$ cat config.mk
export PLATFORM = sky130hd
export DESIGN_NAME = inst_encode_loader
export DESIGN_NICKNAME = d
export VERILOG_FILES = /design/src/rtl/inst_encode_loader.sv
export SDC_FILE = /design/constraint.sdc
export NUM_CORES = 1
export LEC_CHECK = 0
export BUFFER_PORTS_ARGS = -buffer_cell sky130_fd_sc_hd__buf_2
export CORE_MARGIN = 3
export CORE_UTILIZATION = 45
export DETAILED_ROUTE_END_ITERATION = 8
export PLACE_DENSITY = 0.68
export SLEW_MARGIN = 20
export SYNTH_ARGS = -nofsm -noshare
export SYNTH_HDL_FRONTEND = slang
export SYNTH_SLANG_ARGS = --single-unit
export TNS_END_PERCENT = 5
$ cat constraint.sdc
create_clock -name clk -period 3.5 [get_ports clk]
set_clock_uncertainty 0.2 [all_clocks]
set_input_delay 0.7 -clock clk [delete_from_list [all_inputs] [get_ports clk]]
set_output_delay 0.7 -clock clk [all_outputs]
set_load 0.01 [all_outputs]
$ cat src/rtl/inst_encode_loader.sv
// inst_encode_loader: packs decoded RV32I fields into instruction words and
// streams them into IMEM at consecutive word addresses through a two-stage
// pipeline (S1 = encoded word, S2 = IMEM write-port register).
module inst_encode_loader #(
  parameter int AW = 32,
  parameter int CW = 16
) (
  input  logic          clk,
  input  logic          rst_n,
  input  logic          start,
  input  logic [AW-1:0] base_addr,
  input  logic [CW-1:0] num_inst,
  input  logic          in_valid,
  output logic          in_ready,
  input  logic [2:0]    fmt,
  input  logic [6:0]    opcode,
  input  logic [4:0]    rd,
  input  logic [4:0]    rs1,
  input  logic [4:0]    rs2,
  input  logic [2:0]    funct3,
  input  logic [6:0]    funct7,
  input  logic [31:0]   imm,
  output logic          mem_we,
  output logic [AW-1:0] mem_addr,
  output logic [31:0]   mem_wdata,
  input  logic          mem_ready,
  output logic          busy,
  output logic          done,
  output logic          err,
  output logic [CW-1:0] err_cnt
);

  typedef enum logic [1:0] {ST_IDLE, ST_RUN, ST_FIN} state_t;

  localparam logic [31:0] NOP = 32'h0000_0013;

  state_t          r_state, w_state_nxt;
  logic [CW-1:0]   r_num, r_acc_cnt, r_wr_cnt, r_err_cnt;
  logic [AW-1:0]   r_waddr, r_addr_p2;
  logic            r_vld_p1, r_vld_p2, r_err;
  logic [31:0]     r_word_p1, r_word_p2;
  logic            w_start_acc, w_in_xfer, w_mem_acc, w_adv_p1, w_last_wr;
  logic [32:0]     w_enc;
  logic            w_unused_base;

  // Encode one instruction; returns {error, word}. Errors substitute a NOP.
  function automatic logic [32:0] encode(input logic [2:0] f, input logic [6:0] op,
                                         input logic [4:0] d, input logic [4:0] s1,
                                         input logic [4:0] s2, input logic [2:0] f3,
                                         input logic [6:0] f7, input logic [31:0] im);
    logic [31:0] w;
    logic        e;
    w = 32'h0;
    e = 1'b0;
    case (f)
      3'd0: w = {f7, s2, s1, f3, d, op};
      3'd1: begin
        w = {im[11:0], s1, f3, d, op};
        e = (im[31:11] != {21{im[31]}});
      end
      3'd2: begin
        w = {im[11:5], s2, s1, f3, im[4:0], op};
        e = (im[31:11] != {21{im[31]}});
      end
      3'd3: begin
        w = {im[12], im[10:5], s2, s1, f3, im[4:1], im[11], op};
        e = im[0] || (im[31:12] != {20{im[31]}});
      end
      3'd4: begin
        w = {im[31:12], d, op};
        e = (im[11:0] != 12'h000);
      end
      3'd5: begin
        w = {im[20], im[10:1], im[11], im[19:12], d, op};
        e = im[0] || (im[31:20] != {12{im[31]}});
      end
      default: e = 1'b1;
    endcase
    if (e) w = NOP;
    return {e, w};
  endfunction

  assign w_unused_base = ^base_addr[1:0];

  assign w_start_acc = start && (r_state == ST_IDLE);
  assign w_mem_acc   = r_vld_p2 && mem_ready;
  assign w_adv_p1    = r_vld_p1 && (!r_vld_p2 || w_mem_acc);
  assign in_ready    = (r_state == ST_RUN) && (r_acc_cnt < r_num) && (!r_vld_p1 || w_adv_p1);
  assign w_in_xfer   = in_valid && in_ready;
  assign w_last_wr   = w_mem_acc && (r_wr_cnt == r_num - CW'(1));
  assign w_enc       = encode(fmt, opcode, rd, rs1, rs2, funct3, funct7, imm);

  assign mem_we    = r_vld_p2;
  assign mem_addr  = r_addr_p2;
  assign mem_wdata = r_word_p2;
  assign busy      = (r_state != ST_IDLE);
  assign done      = (r_state == ST_FIN);
  assign err       = r_err;
  assign err_cnt   = r_err_cnt;

  // Sequencer state register
  always_ff @(posedge clk or negedge rst_n) begin
    if (!rst_n) r_state <= ST_IDLE;
    else        r_state <= w_state_nxt;
  end

  // Sequencer next state: a zero-length run goes straight to FIN
  always_comb begin
    w_state_nxt = r_state;
    case (r_state)
      ST_IDLE: if (w_start_acc) w_state_nxt = (num_inst == '0) ? ST_FIN : ST_RUN;
      ST_RUN:  if (w_last_wr)   w_state_nxt = ST_FIN;
      ST_FIN:  w_state_nxt = ST_IDLE;
      default: w_state_nxt = ST_IDLE;
    endcase
  end

  // Run length, accept/write counters and the word-address generator
  always_ff @(posedge clk or negedge rst_n) begin
    if (!rst_n) begin
      r_num     <= '0;
      r_acc_cnt <= '0;
      r_wr_cnt  <= '0;
      r_waddr   <= '0;
    end else if (w_start_acc) begin
      r_num     <= num_inst;
      r_acc_cnt <= '0;
      r_wr_cnt  <= '0;
      r_waddr   <= {base_addr[AW-1:2], 2'b00};
    end else begin
      if (w_in_xfer) r_acc_cnt <= r_acc_cnt + CW'(1);
      if (w_mem_acc) r_wr_cnt  <= r_wr_cnt + CW'(1);
      if (w_adv_p1)  r_waddr   <= r_waddr + AW'(4);
    end
  end

  // S1 -> S2 boundary: stage valids and the IMEM write-port register
  always_ff @(posedge clk or negedge rst_n) begin
    if (!rst_n) begin
      r_vld_p1  <= 1'b0;
      r_vld_p2  <= 1'b0;
      r_word_p2 <= '0;
      r_addr_p2 <= '0;
    end else begin
      if (w_in_xfer)     r_vld_p1 <= 1'b1;
      else if (w_adv_p1) r_vld_p1 <= 1'b0;
      if (w_adv_p1) begin
        r_vld_p2  <= 1'b1;
        r_word_p2 <= r_word_p1;
        r_addr_p2 <= r_waddr;
      end else if (w_mem_acc) begin
        r_vld_p2 <= 1'b0;
      end
    end
  end

  // Input -> S1 boundary: encoded word capture (data path, no reset)
  always_ff @(posedge clk) begin
    if (w_in_xfer) r_word_p1 <= w_enc[31:0];
  end

  // Sticky error flag and saturating error counter, cleared by an accepted start
  always_ff @(posedge clk or negedge rst_n) begin
    if (!rst_n) begin
      r_err     <= 1'b0;
      r_err_cnt <= '0;
    end else if (w_start_acc) begin
      r_err     <= 1'b0;
      r_err_cnt <= '0;
    end else if (w_in_xfer && w_enc[32]) begin
      r_err <= 1'b1;
      if (r_err_cnt != '1) r_err_cnt <= r_err_cnt + CW'(1);
    end
  end

endmodule

==> results.json <==
{
  "grt_pass1_vias": 7909,
  "vias": 8331,
  "start_util": 0.4658,
  "antenna_left": 0,
  "routed_wl_mm": 25.17,
  "cts.sinks": 193,
  "ys_ff_latch": 193,
  "yosysSeqAreaShare": 0.5017,
  "path_cells": "inv_1 -> ha_1 -> a211oi_1 -> nor2_1 -> nor4_1 -> and3_1 -> buf_2",
  "drc": 0,
  "viasPerCell": 5.413,
  "seqCellArea_mm2": 0.004990,
  "synth_cells": 1060,
  "fin_util": 0.5571,
  "grt_use_met3": 0.04281,
  "internal_power_mw": 4.873,
  "core_area_mm2": 0.02135,
  "synth_top_area_cell": "dfrtp_1",
  "wire_per_inst_um": 16.36,
  "first_pass_iters": 5,
  "max_freq_ghz": 0.3002,
  "finalHoldViolations": 0,
  "use_met2": 0.3430,
  "grt_use_met1": 0.2923,
  "cts_setup_buffers": 0,
  "report.final.slew_viol_count": 0,
  "power_frac_clock": 0.263,
  "hold_buffers": 0,
  "synth_common_cells": "225 x nand2_1, 161 x dfrtp_1, 92 x nor2_1",
  "synth.avg_cell_area_um2": 9.383,
  "worst_path_max_delay_cell": "nor4_1",
  "crit_arrival_ns": 2.43,
  "worst_path_largest_cell_delay_ns": 0.44,
  "die_width_um": 154.7,
  "power_mw": 7.489,
  "synth-simple-area-share": 0.2336,
  "drt_iter0_drc": 527,
  "layout-drive-gt1-share": 0.2318,
  "fp.dieH_um": 154.7,
  "grt_max_degree": 70,
  "slew-limit-headroom": 0.4587,
  "synth_xor_area_frac": 0.06517,
  "hpwl_mm": 18.42,
  "nets": 1391,
  "rows": 53,
  "grt_antenna_before_repair": 2,
  "dp_worst_setup_slack_ns": 0.2374,
  "required_ns": 2.60,
  "cts_tree": "built",
  "nFillCells": 1975,
  "area_growth_pct": 19.60,
  "synth.most_common_cell": "nand2_1",
  "portBuffers": 200,
  "ys_top_cells_by_area": "dfrtp_1 41%, edfxtp_1 9.7%, nand2_1 8.5%, xor2_1 3.7%, nor2_1 3.5%",
  "multi_input_area_mm2": 0.004616,
  "synth.area.mux_share": 0.04013,
  "switchingPower_mw": 2.617,
  "critical_path.endpoint_type": "output port",
  "busiest_layer": "met2",
  "cts_root_buf": "clkbuf_16",
  "ys_warn_count": 0,
  "grt_pass1_wl_mm": 41.03,
  "cts_buffers": 17,
  "synth.distinct_cells": 61,
  "switching_share": 0.3494,
  "gp_congestion": 0.8776,
  "htreeDepth": 4,
  "synthArstFlopShare": 0.8342,
  "max_cap_violations": 0,
  "p_per_area_mw_per_mm2": 629.6,
  "clock_path_buffers": 2,
  "synth.cell_area_mm2": 0.009946,
  "synth_top_area_frac": 0.4051,
  "ioPinCount": 205,
  "seqPwrFrac": 0.457,
  "worst-path-max-fanout": 4,
  "insertion_delay_ns": 0.43,
  "critPathLaunchType": "flop",
  "synth-compound-area-share": 0.09875,
  "status": "finished, final reports clean",
  "synth_fa_ha_area_frac": 0.02516,
  "rsz0062_at_grt": "false",
  "synth_top_family_by_area": "simple AND/OR/NAND/NOR gates",
  "period_needed_ns": 3.331,
  "grt.overflow.total": 0,
  "setup_tns_ns": 0,
  "dieArea_mm2": 0.02392,
  "comb_power_share": 0.280,
  "criticalPathCategory": "reg2out",
  "period_share": 0.9518,
  "ir_worst_vdd_uv": 317.9,
  "clk_transition_reported_paths_ns": 0.08,
  "synth_ff_type": "dfrtp_1",
  "grt_usage": 0.2119,
  "tightestPinTransition_ns": 0.8100,
  "synth-edff-count": 32,
  "worst_slack_ns": 0.1687,
  "leakage_nw": 5.574,
  "cts_resized": 0,
  "setup_viol": 0,
  "hp-class": "in2async",
  "antennaDiodeCount": 0
}
-- routing by layer --
layer / wire, um / share of wire
met2: 12070 / 0.48
met3: 1520 / 0.060
met1: 11240 / 0.45
met5: 21 / 0.00083
met4: 324 / 0.013
-- power by group through the flow --
| stage | logic (mW) | registers [mW] | clock network [mW] |
|---|---|---|---|
| after CTS | 2.12 | 3.42 | 2.02 |
| after global placement | 2.06 | 3.44 | 0 |
| final | 2.10 | 3.42 | 1.97 |
| after global routing | 2.37 | 3.51 | 2.11 |
| after floorplan | 1.20 | 3.49 | 0 |
| after detailed placement | 2.12 | 3.45 | 0 |
-- per-stage QoR --
step	hold slack, ns	std cells	area [um^2]
2_1_floorplan	0.2044	1061	9950
6_report	0.05426	1539	11900
4_1_cts	0.08181	1539	11900
5_1_grt	0.1048	1539	11900
3_5_place_dp	0.2218	1507	11300
3_3_place_gp	0.2174	1507	11300
-- final timing paths --
path                       slack (ns)                         from  cells past startpoint                   endpoint
max                              0.17        r_num[13]$_DFFE_PN0P_                      7                   in_ready
min                              0.05                        rst_n                      1  mem_wdata[30]$_DFFE_PN0P_
min reg2reg                      0.24  r_word_p1[18]$_SDFFCE_PP0P_                      2  mem_wdata[18]$_DFFE_PN0P_
min in group clk                 0.24  r_word_p1[18]$_SDFFCE_PP0P_                      2  mem_wdata[18]$_DFFE_PN0P_
max in group asynchronous        2.24                        rst_n                      2  mem_wdata[12]$_DFFE_PN0P_
max reg2reg                      0.30        r_num[13]$_DFFE_PN0P_                     10   r_acc_cnt[6]$_DFFE_PN0P_
-- flip-flops by register name, indices dropped and copies added, names as in the netlist --
name / count
mem_addr: 30
r_waddr: 30
r_word_p1: 32
err_cnt: 16
err: 1
mem_we: 1
r_state: 2
r_vld_p1: 1
r_acc_cnt: 16
r_num: 16
mem_wdata: 32
r_wr_cnt: 16
-- area by class of cell --
| class | instances | share of cell area |
|---|---|---|
| clock buffers | 19 | 0.03818 |
| clock inverters | 13 | 0.01157 |
| inverters | 35 | 0.01104 |
| multi-input cells | 782 | 0.3880 |
| flip-flops and latches | 193 | 0.4195 |
| well taps | 275 | 0.02893 |
| repair buffers | 222 | 0.1028 |
-- cell families after synthesis --
kind of cell / after synthesis
other cells: 1
mux: 37
flops: 193
buf+inv: 86
simple gates: 495
compound gates: 154
fa+ha+maj: 20
xor+xnor: 74
-- cell usage in the layout (no fill, tap or decap), types with 5 or more instances in the layout --
| cell | instances |
|---|---|
| nor2_1 | 92 |
| inv_1 | 34 |
| nand4_1 | 33 |
| and3_1 | 24 |
| dfrtp_1 | 161 |
| inv_6 | 5 |
| edfxtp_1 | 32 |
| or4_1 | 9 |
| clkbuf_16 | 18 |
| xor2_1 | 42 |
| and2_1 | 5 |
| nor3_1 | 12 |
| or3_1 | 7 |
| a22oi_1 | 22 |
| nor2b_1 | 12 |
| o21ai_0 | 58 |
| nor4_1 | 13 |
| ha_1 | 20 |
| nand2_1 | 224 |
| mux2i_1 | 14 |
| mux2_2 | 23 |
| buf_2 | 199 |
| nand2b_1 | 9 |
| a21oi_1 | 35 |
| xnor2_1 | 32 |
| nand3_1 | 36 |
| o22a_1 | 7 |
| buf_4 | 18 |
-- critical path: cells and delay by family (launching register included) --
kind,cells,cell delay [ns]
buffers and inverters,2,0.26
adder cells (fa/ha/maj),1,0.32
AND/OR/NAND/NOR,3,0.82
flip-flops,1,0.41
AO/OA/AOI/OAI,1,0.20
No activity file was read; power rests on OpenSTA's default activity.
